`config.mk`:
```
export PLATFORM = sky130hd
export DESIGN_NAME = roll_uart_tx
export DESIGN_NICKNAME = d
export VERILOG_FILES = /design/src/rtl/roll_uart_pkg.sv /design/src/rtl/roll_uart_tx_byte.sv /design/src/rtl/roll_uart_tx.sv
export SDC_FILE = /design/constraint.sdc
export NUM_CORES = 1
export LEC_CHECK = 0
export CAP_MARGIN = 10
export CORE_UTILIZATION = 50
export CTS_CLUSTER_DIAMETER = 100
export DETAILED_ROUTE_END_ITERATION = 16
export PLACE_DENSITY_LB_ADDON = 0.1
export SYNTH_ARGS = -nofsm -noshare
export SYNTH_HDL_FRONTEND = slang
export SYNTH_SLANG_ARGS = --single-unit
```
`constraint.sdc`:
```
create_clock -name i_clk -period 2.85 [get_ports i_clk]
set_clock_uncertainty 0.05 [all_clocks]
set_input_delay 0.57 -clock i_clk [delete_from_list [all_inputs] [get_ports i_clk]]
set_output_delay 0.57 -clock i_clk [all_outputs]
set_load 0.05 [all_outputs]
```
`src/rtl/roll_uart_pkg.sv`:
```
// Shared types and constants for the die-roll UART record transmitter.
package roll_uart_pkg;

  typedef enum logic [1:0] {
    S_IDLE,
    S_LOAD,
    S_SEND
  } seq_state_t;

  typedef enum logic [1:0] {
    E_IDLE,
    E_START,
    E_DATA,
    E_STOP
  } eng_state_t;

  localparam logic [7:0] ASCII_ZERO  = 8'h30;
  localparam logic [7:0] ASCII_SPACE = 8'h20;
  localparam logic [7:0] ASCII_CR    = 8'h0D;
  localparam logic [7:0] ASCII_LF    = 8'h0A;

  localparam int BYTES_PER_RECORD = 4;

endpackage

```
`src/rtl/roll_uart_tx_byte.sv`:
```
// 8N1 byte engine: baud counter, bit counter and shift register behind a flopped line.
module uart_byte_tx
  import roll_uart_pkg::*;
#(
  parameter int CLKS_PER_BIT = 868
) (
  input  logic       i_clk,
  input  logic       i_reset,
  input  logic [7:0] i_byte,
  input  logic       i_start,
  output logic       o_tx,
  output logic       o_byte_done
);

  localparam int CNT_W = $clog2(CLKS_PER_BIT);
  localparam logic [CNT_W-1:0] CNT_MAX = CNT_W'(CLKS_PER_BIT - 1);

  eng_state_t       state;
  eng_state_t       state_next;
  logic [CNT_W-1:0] baud_cnt;
  logic [2:0]       bit_idx;
  logic [7:0]       shift;
  logic             tx;
  logic             wrap;

  assign wrap        = (baud_cnt == CNT_MAX);
  // Combinational so a following start can chain onto the stop bit without a gap.
  assign o_byte_done = (state == E_STOP) && wrap;
  assign o_tx        = tx;

  always_ff @(posedge i_clk) begin
    if (i_reset) state <= E_IDLE;
    else         state <= state_next;
  end

  always_comb begin
    state_next = state;
    case (state)
      E_IDLE:  if (i_start) state_next = E_START;
               else         state_next = E_IDLE;
      E_START: if (wrap) state_next = E_DATA;
               else      state_next = E_START;
      E_DATA:  if (wrap && (bit_idx == 3'd7)) state_next = E_STOP;
               else                           state_next = E_DATA;
      E_STOP:  if (wrap) state_next = i_start ? E_START : E_IDLE;
               else      state_next = E_STOP;
      default: state_next = E_IDLE;
    endcase
  end

  // The byte is captured at the end of the start bit, so the caller has a full bit time to present it.
  always_ff @(posedge i_clk) begin
    if (i_reset) begin
      baud_cnt <= '0;
      bit_idx  <= 3'd0;
      shift    <= 8'h00;
      tx       <= 1'b1;
    end else begin
      case (state)
        E_IDLE: begin
          baud_cnt <= '0;
          if (i_start) tx <= 1'b0;
        end
        E_START: begin
          if (wrap) begin
            baud_cnt <= '0;
            shift    <= i_byte;
            tx       <= i_byte[0];
            bit_idx  <= 3'd0;
          end else begin
            baud_cnt <= baud_cnt + 1'b1;
          end
        end
        E_DATA: begin
          if (wrap) begin
            baud_cnt <= '0;
            bit_idx  <= bit_idx + 3'd1;
            if (bit_idx == 3'd7) begin
              tx <= 1'b1;
            end else begin
              shift <= {1'b0, shift[7:1]};
              tx    <= shift[1];
            end
          end else begin
            baud_cnt <= baud_cnt + 1'b1;
          end
        end
        E_STOP: begin
          if (wrap) begin
            baud_cnt <= '0;
            if (i_start) tx <= 1'b0;
          end else begin
            baud_cnt <= baud_cnt + 1'b1;
          end
        end
        default: begin
          baud_cnt <= '0;
          tx       <= 1'b1;
        end
      endcase
    end
  end

endmodule

```
`src/rtl/roll_uart_tx.sv`:
```
// Captures a die roll and sends it as a 4-byte ASCII record (tens/space, ones, CR, LF) over UART.
module roll_uart_tx
  import roll_uart_pkg::*;
#(
  parameter int CLKS_PER_BIT = 868,
  parameter int ROLL_W       = 5
) (
  input  logic              i_clk,
  input  logic              i_reset,
  input  logic [ROLL_W-1:0] i_roll,
  input  logic              i_roll_valid,
  output logic              o_ready,
  output logic              o_busy,
  output logic              o_done,
  output logic              o_drop,
  output logic              o_tx
);

  localparam logic [ROLL_W-1:0] TEN    = ROLL_W'(10);
  localparam logic [ROLL_W-1:0] TWENTY = ROLL_W'(20);
  localparam logic [ROLL_W-1:0] THIRTY = ROLL_W'(30);

  seq_state_t        seq;
  seq_state_t        seq_next;
  logic [ROLL_W-1:0] roll_r;
  logic [ROLL_W-1:0] ones_full;
  logic [1:0]        tens;
  logic [3:0]        ones;
  logic [1:0]        byte_idx;
  logic [7:0]        cur_byte;
  logic              accept;
  logic              eng_start;
  logic              finish;
  logic              last_byte;
  logic              byte_done;
  logic              done_r;
  logic              drop_r;

  assign o_busy    = (seq != S_IDLE);
  assign o_ready   = !o_busy;
  assign o_done    = done_r;
  assign o_drop    = drop_r;
  assign accept    = i_roll_valid && (seq == S_IDLE);
  assign last_byte = (byte_idx == 2'(BYTES_PER_RECORD - 1));
  assign ones      = ones_full[3:0];

  always_comb begin
    if (roll_r >= THIRTY) begin
      tens      = 2'd3;
      ones_full = roll_r - THIRTY;
    end else if (roll_r >= TWENTY) begin
      tens      = 2'd2;
      ones_full = roll_r - TWENTY;
    end else if (roll_r >= TEN) begin
      tens      = 2'd1;
      ones_full = roll_r - TEN;
    end else begin
      tens      = 2'd0;
      ones_full = roll_r;
    end
  end

  always_comb begin
    case (byte_idx)
      2'd0:    cur_byte = (tens == 2'd0) ? ASCII_SPACE : (ASCII_ZERO + {6'd0, tens});
      2'd1:    cur_byte = ASCII_ZERO + {4'd0, ones};
      2'd2:    cur_byte = ASCII_CR;
      2'd3:    cur_byte = ASCII_LF;
      default: cur_byte = ASCII_LF;
    endcase
  end

  always_ff @(posedge i_clk) begin
    if (i_reset) seq <= S_IDLE;
    else         seq <= seq_next;
  end

  // Next byte is chosen on the engine's done strobe so bytes chain with no idle bits.
  always_comb begin
    seq_next  = seq;
    eng_start = 1'b0;
    finish    = 1'b0;
    case (seq)
      S_IDLE: begin
        if (accept) begin
          eng_start = 1'b1;
          seq_next  = S_LOAD;
        end else begin
          seq_next  = S_IDLE;
        end
      end
      S_LOAD: seq_next = S_SEND;
      S_SEND: begin
        if (byte_done && !last_byte) begin
          eng_start = 1'b1;
          seq_next  = S_LOAD;
        end else if (byte_done) begin
          finish    = 1'b1;
          seq_next  = S_IDLE;
        end else begin
          seq_next  = S_SEND;
        end
      end
      default: seq_next = S_IDLE;
    endcase
  end

  always_ff @(posedge i_clk) begin
    if (i_reset) begin
      roll_r   <= '0;
      byte_idx <= 2'd0;
      done_r   <= 1'b0;
      drop_r   <= 1'b0;
    end else begin
      if (accept) begin
        roll_r   <= i_roll;
        byte_idx <= 2'd0;
      end else if (eng_start) begin
        byte_idx <= byte_idx + 2'd1;
      end
      done_r <= finish;
      drop_r <= i_roll_valid && (seq != S_IDLE);
    end
  end

  uart_byte_tx #(
    .CLKS_PER_BIT(CLKS_PER_BIT)
  ) u_byte_tx (
    .i_clk      (i_clk),
    .i_reset    (i_reset),
    .i_byte     (cur_byte),
    .i_start    (eng_start),
    .o_tx       (o_tx),
    .o_byte_done(byte_done)
  );

endmodule
```
==> flow_summary.json <==
{
  "status": "completed",
  "synth_area_um2": 1820,
  "tightest_slew_ps": 663,
  "cts_sinks": 32,
  "r2r_end": "u_byte_tx.shift[1]",
  "synth_cells": 215,
  "grt_usage_pct": 20.2,
  "cp_max_fo": 5,
  "grt_max_degree": 19,
  "total_leakage_power_nw": 0.770,
  "setup_viol": 0,
  "mostFrequentLayoutCells": "dfxtp_1 (32), nand2_1 (28), nor2_1 (21), a21oi_1 (16), ha_1 (16)",
  "rsz0062_at_grt": "false",
  "drc_errors": 0,
  "cts_resized": 0,
  "pre_cts_slack_ps": 518,
  "io_pins": 13,
  "dp_hpwl_um": 2720,
  "drtAntennaViolNets": 0,
  "port_buffers": 12,
  "multi_input_comb_area_um2": 1100,
  "grt_pass1_wl_um": 6250,
  "max_freq_mhz": 423,
  "root_buffer": "clkbuf_4",
  "power.share.clock_pct": 29.8,
  "p_seq_share_pct": 54.9,
  "cts_tree": "done",
  "whs_path_depth": 2,
  "die_y_um": 62.3,
  "p_comb_share_pct": 15.3,
  "critical-path-top-delay-family": "buffers and inverters",
  "area_growth_pct": 11.3,
  "core-area_um2": 3420,
  "r2r_start": "roll_r[2]",
  "end_kind": "output port",
  "gp_congestion": 0.854,
  "wirelength_um": 3740,
  "path_class": "register to output port",
  "firstDrtPassIters": 4,
  "cp_cell_sequence": "nor2_1, clkdlybuf4s50_1",
  "cts_buffers": 5,
  "drt-vias-per-instance": 5.63,
  "r2r.worst_path.cells": 8,
  "wl_per_cell_um": 13.7,
  "syn_area_per_cell_um2": 8.47,
  "grtUsageMet3_pct": 4.96,
  "worst_ir_drop_vdd_v": 0.000304,
  "use_met1_pct": 25.6,
  "setup_tns_ps": 0,
  "synth_edf_count": 0,
  "critPathLaunchType": "register",
  "fp.dieArea_um2": 3890,
  "initial_core_util_pct": 53.3,
  "syn-num-nets": 239,
  "min-delay-start": "u_byte_tx.bit_idx[2]",
  "grt_pass1_vias": 1422,
  "async_reset_ff_share_pct": 0,
  "grtUsageMet2_pct": 33.9,
  "path_buf_inv": 1,
  "p_sw_w": 0.000265,
  "layout_setup_ws_ps": 486,
  "insertedDiodeCount": 0,
  "synthFlopType": "dfxtp_1",
  "cts_htree_levels": 2,
  "cts_setup_buffers": 0,
  "drv_slew": 0,
  "hp-class": "register to register",
  "yosysUniqueCellTypes": 48,
  "num_rows": 21,
  "post-route-min-period_ps": 2360,
  "drt_iter0_drc": 105,
  "fp.dieW_um": 62.3,
  "ys_seq_elements": 32,
  "ctsHoldBuffers": 0,
  "cts.path.max_buffers": 2,
  "synth-seq-area-share_pct": 35.2,
  "slowest_stage": "clkdlybuf4s50_1",
  "regToRegSetupSlack_ps": 530,
  "path_clk_slew_ps": 110,
  "worstSkewPairLatency_ps": 330,
  "hold_viol_final": 0,
  "grt.busiest_layer": "met2",
  "grt_antenna_before_repair": 0,
  "vias": 1538,
  "overflow": 0,
  "fillers": 312,
  "maxSlewHeadroom_pct": 55.8,
  "sw_frac_of_total_pct": 30.1,
  "drive_above_1_share_pct": 7.49,
  "nets": 250,
  "critPathMaxStageDelay_ps": 840,
  "regArea_um2": 641,
  "cp_data_required_time_ps": 2230,
  "power.density_nw_per_um2": 435,
  "maxCapViolCount": 0,
  "final_common_cell": "dfxtp_1",
  "worst_hold_path.endpoint": "u_byte_tx.bit_idx[2]",
  "cp_data_arrival_time_ps": 1740,
  "fin_crit_sh_pct": 82.9,
  "internal_power_w": 0.000617,
  "synth-warning-count": 0
}
==> cells in the mapped netlist, types with 5 or more instances <==
cell      instances  area (um^2)
ha_1             16          200
nor3_1            8         40.0
xnor2_1           6         52.6
nor2_1           21         78.8
o21ai_0           7         35.0
nand2_1          28          105
xor2_1            5         43.8
inv_1            10         37.5
clkbuf_1          7         26.3
a21oi_1          16         80.1
nand3_1           9         45.0
dfxtp_1          32          641
==> metal layers <==
metal  vias to the layer above  part of all wire (%)
met4                         0                   1.2
met5                         -                     0
met3                         8                   6.1
li1                        778                     -
met2                        51                    47
met1                       701                    45
==> power by group through the flow <==
stage | sequential, W | combinational [W] | clock [W]
6_report | 0.000484 | 0.000135 | 0.000263
5_1_grt | 0.000487 | 0.000148 | 0.000290
4_1_cts | 0.000484 | 0.000136 | 0.000265
3_5_place_dp | 0.000494 | 0.000135 | 0
3_3_place_gp | 0.000493 | 0.000133 | 0
2_1_floorplan | 0.000493 | 0.0000949 | 0
==> registers in the layout, indices dropped and copies added, names as in the netlist <==
name / count
seq: 2
roll_r: 5
u_byte_tx.state: 2
o_drop: 1
u_byte_tx.baud_cnt: 10
byte_idx: 2
u_byte_tx.shift: 5
u_byte_tx.o_tx: 1
u_byte_tx.bit_idx: 3
o_done: 1
==> worst min-delay path: cells and delay by family (launching register included) <==
family / cells / cell delay (ps)
flip-flops: 1 / 330
AO/OA/AOI/OAI: 1 / 50
AND/OR/NAND/NOR: 1 / 50
==> per-stage QoR <==
step / utilization, % / cells / area [um^2] / hold WS, ps / total power, W
floorplan: - / 215 / 1820 / 376 / 0.000588
global placement: 57.7 / 265 / 1970 / 386 / 0.000626
detailed placement: 57.7 / 265 / 1970 / 402 / 0.000629
CTS: 59.3 / 273 / 2030 / 420 / 0.000885
global route: 59.3 / 273 / 2030 / 443 / 0.000925
finish: 59.3 / 273 / 2030 / 416 / 0.000882
==> worst max path at each step <==
stage	from	endpoint	slack, ps	cells past startpoint
4_1_cts	seq[1]	o_ready	460	2
2_1_floorplan	seq[1]	u_byte_tx.o_tx	660	6
3_3_place_gp	roll_r[2]	u_byte_tx.shift[1]	620	8
6_report	seq[1]	o_ready	490	2
3_5_place_dp	roll_r[2]	u_byte_tx.shift[1]	520	8
5_1_grt	roll_r[2]	u_byte_tx.shift[1]	350	8
==> layout make-up <==
cell class                 instances  area share, %
sequential                        32           31.6
inverter                          10           1.85
timing repair buffer              14           6.67
clock inverter                     3          0.926
multi-input combinational        163           54.2
tap                               46           2.84
clock buffer                       5           1.85
==> cell families (layout without fill, tap and decap cells) <==
kind of cell / count (synthesis) / after routing / share of synthesized area, %
buffers and inverters: 20 / 32 / 4.47
xor gates and xnor gates: 11 / 11 / 5.29
AOI/OAI and AO/OA: 46 / 46 / 18.4
and+or+nand+nor: 88 / 88 / 24.6
DFF: 32 / 32 / 35.2
muxes: 2 / 2 / 1.10
adders and majority gates: 16 / 16 / 11.0
No activity file was read; power rests on OpenSTA's default activity.
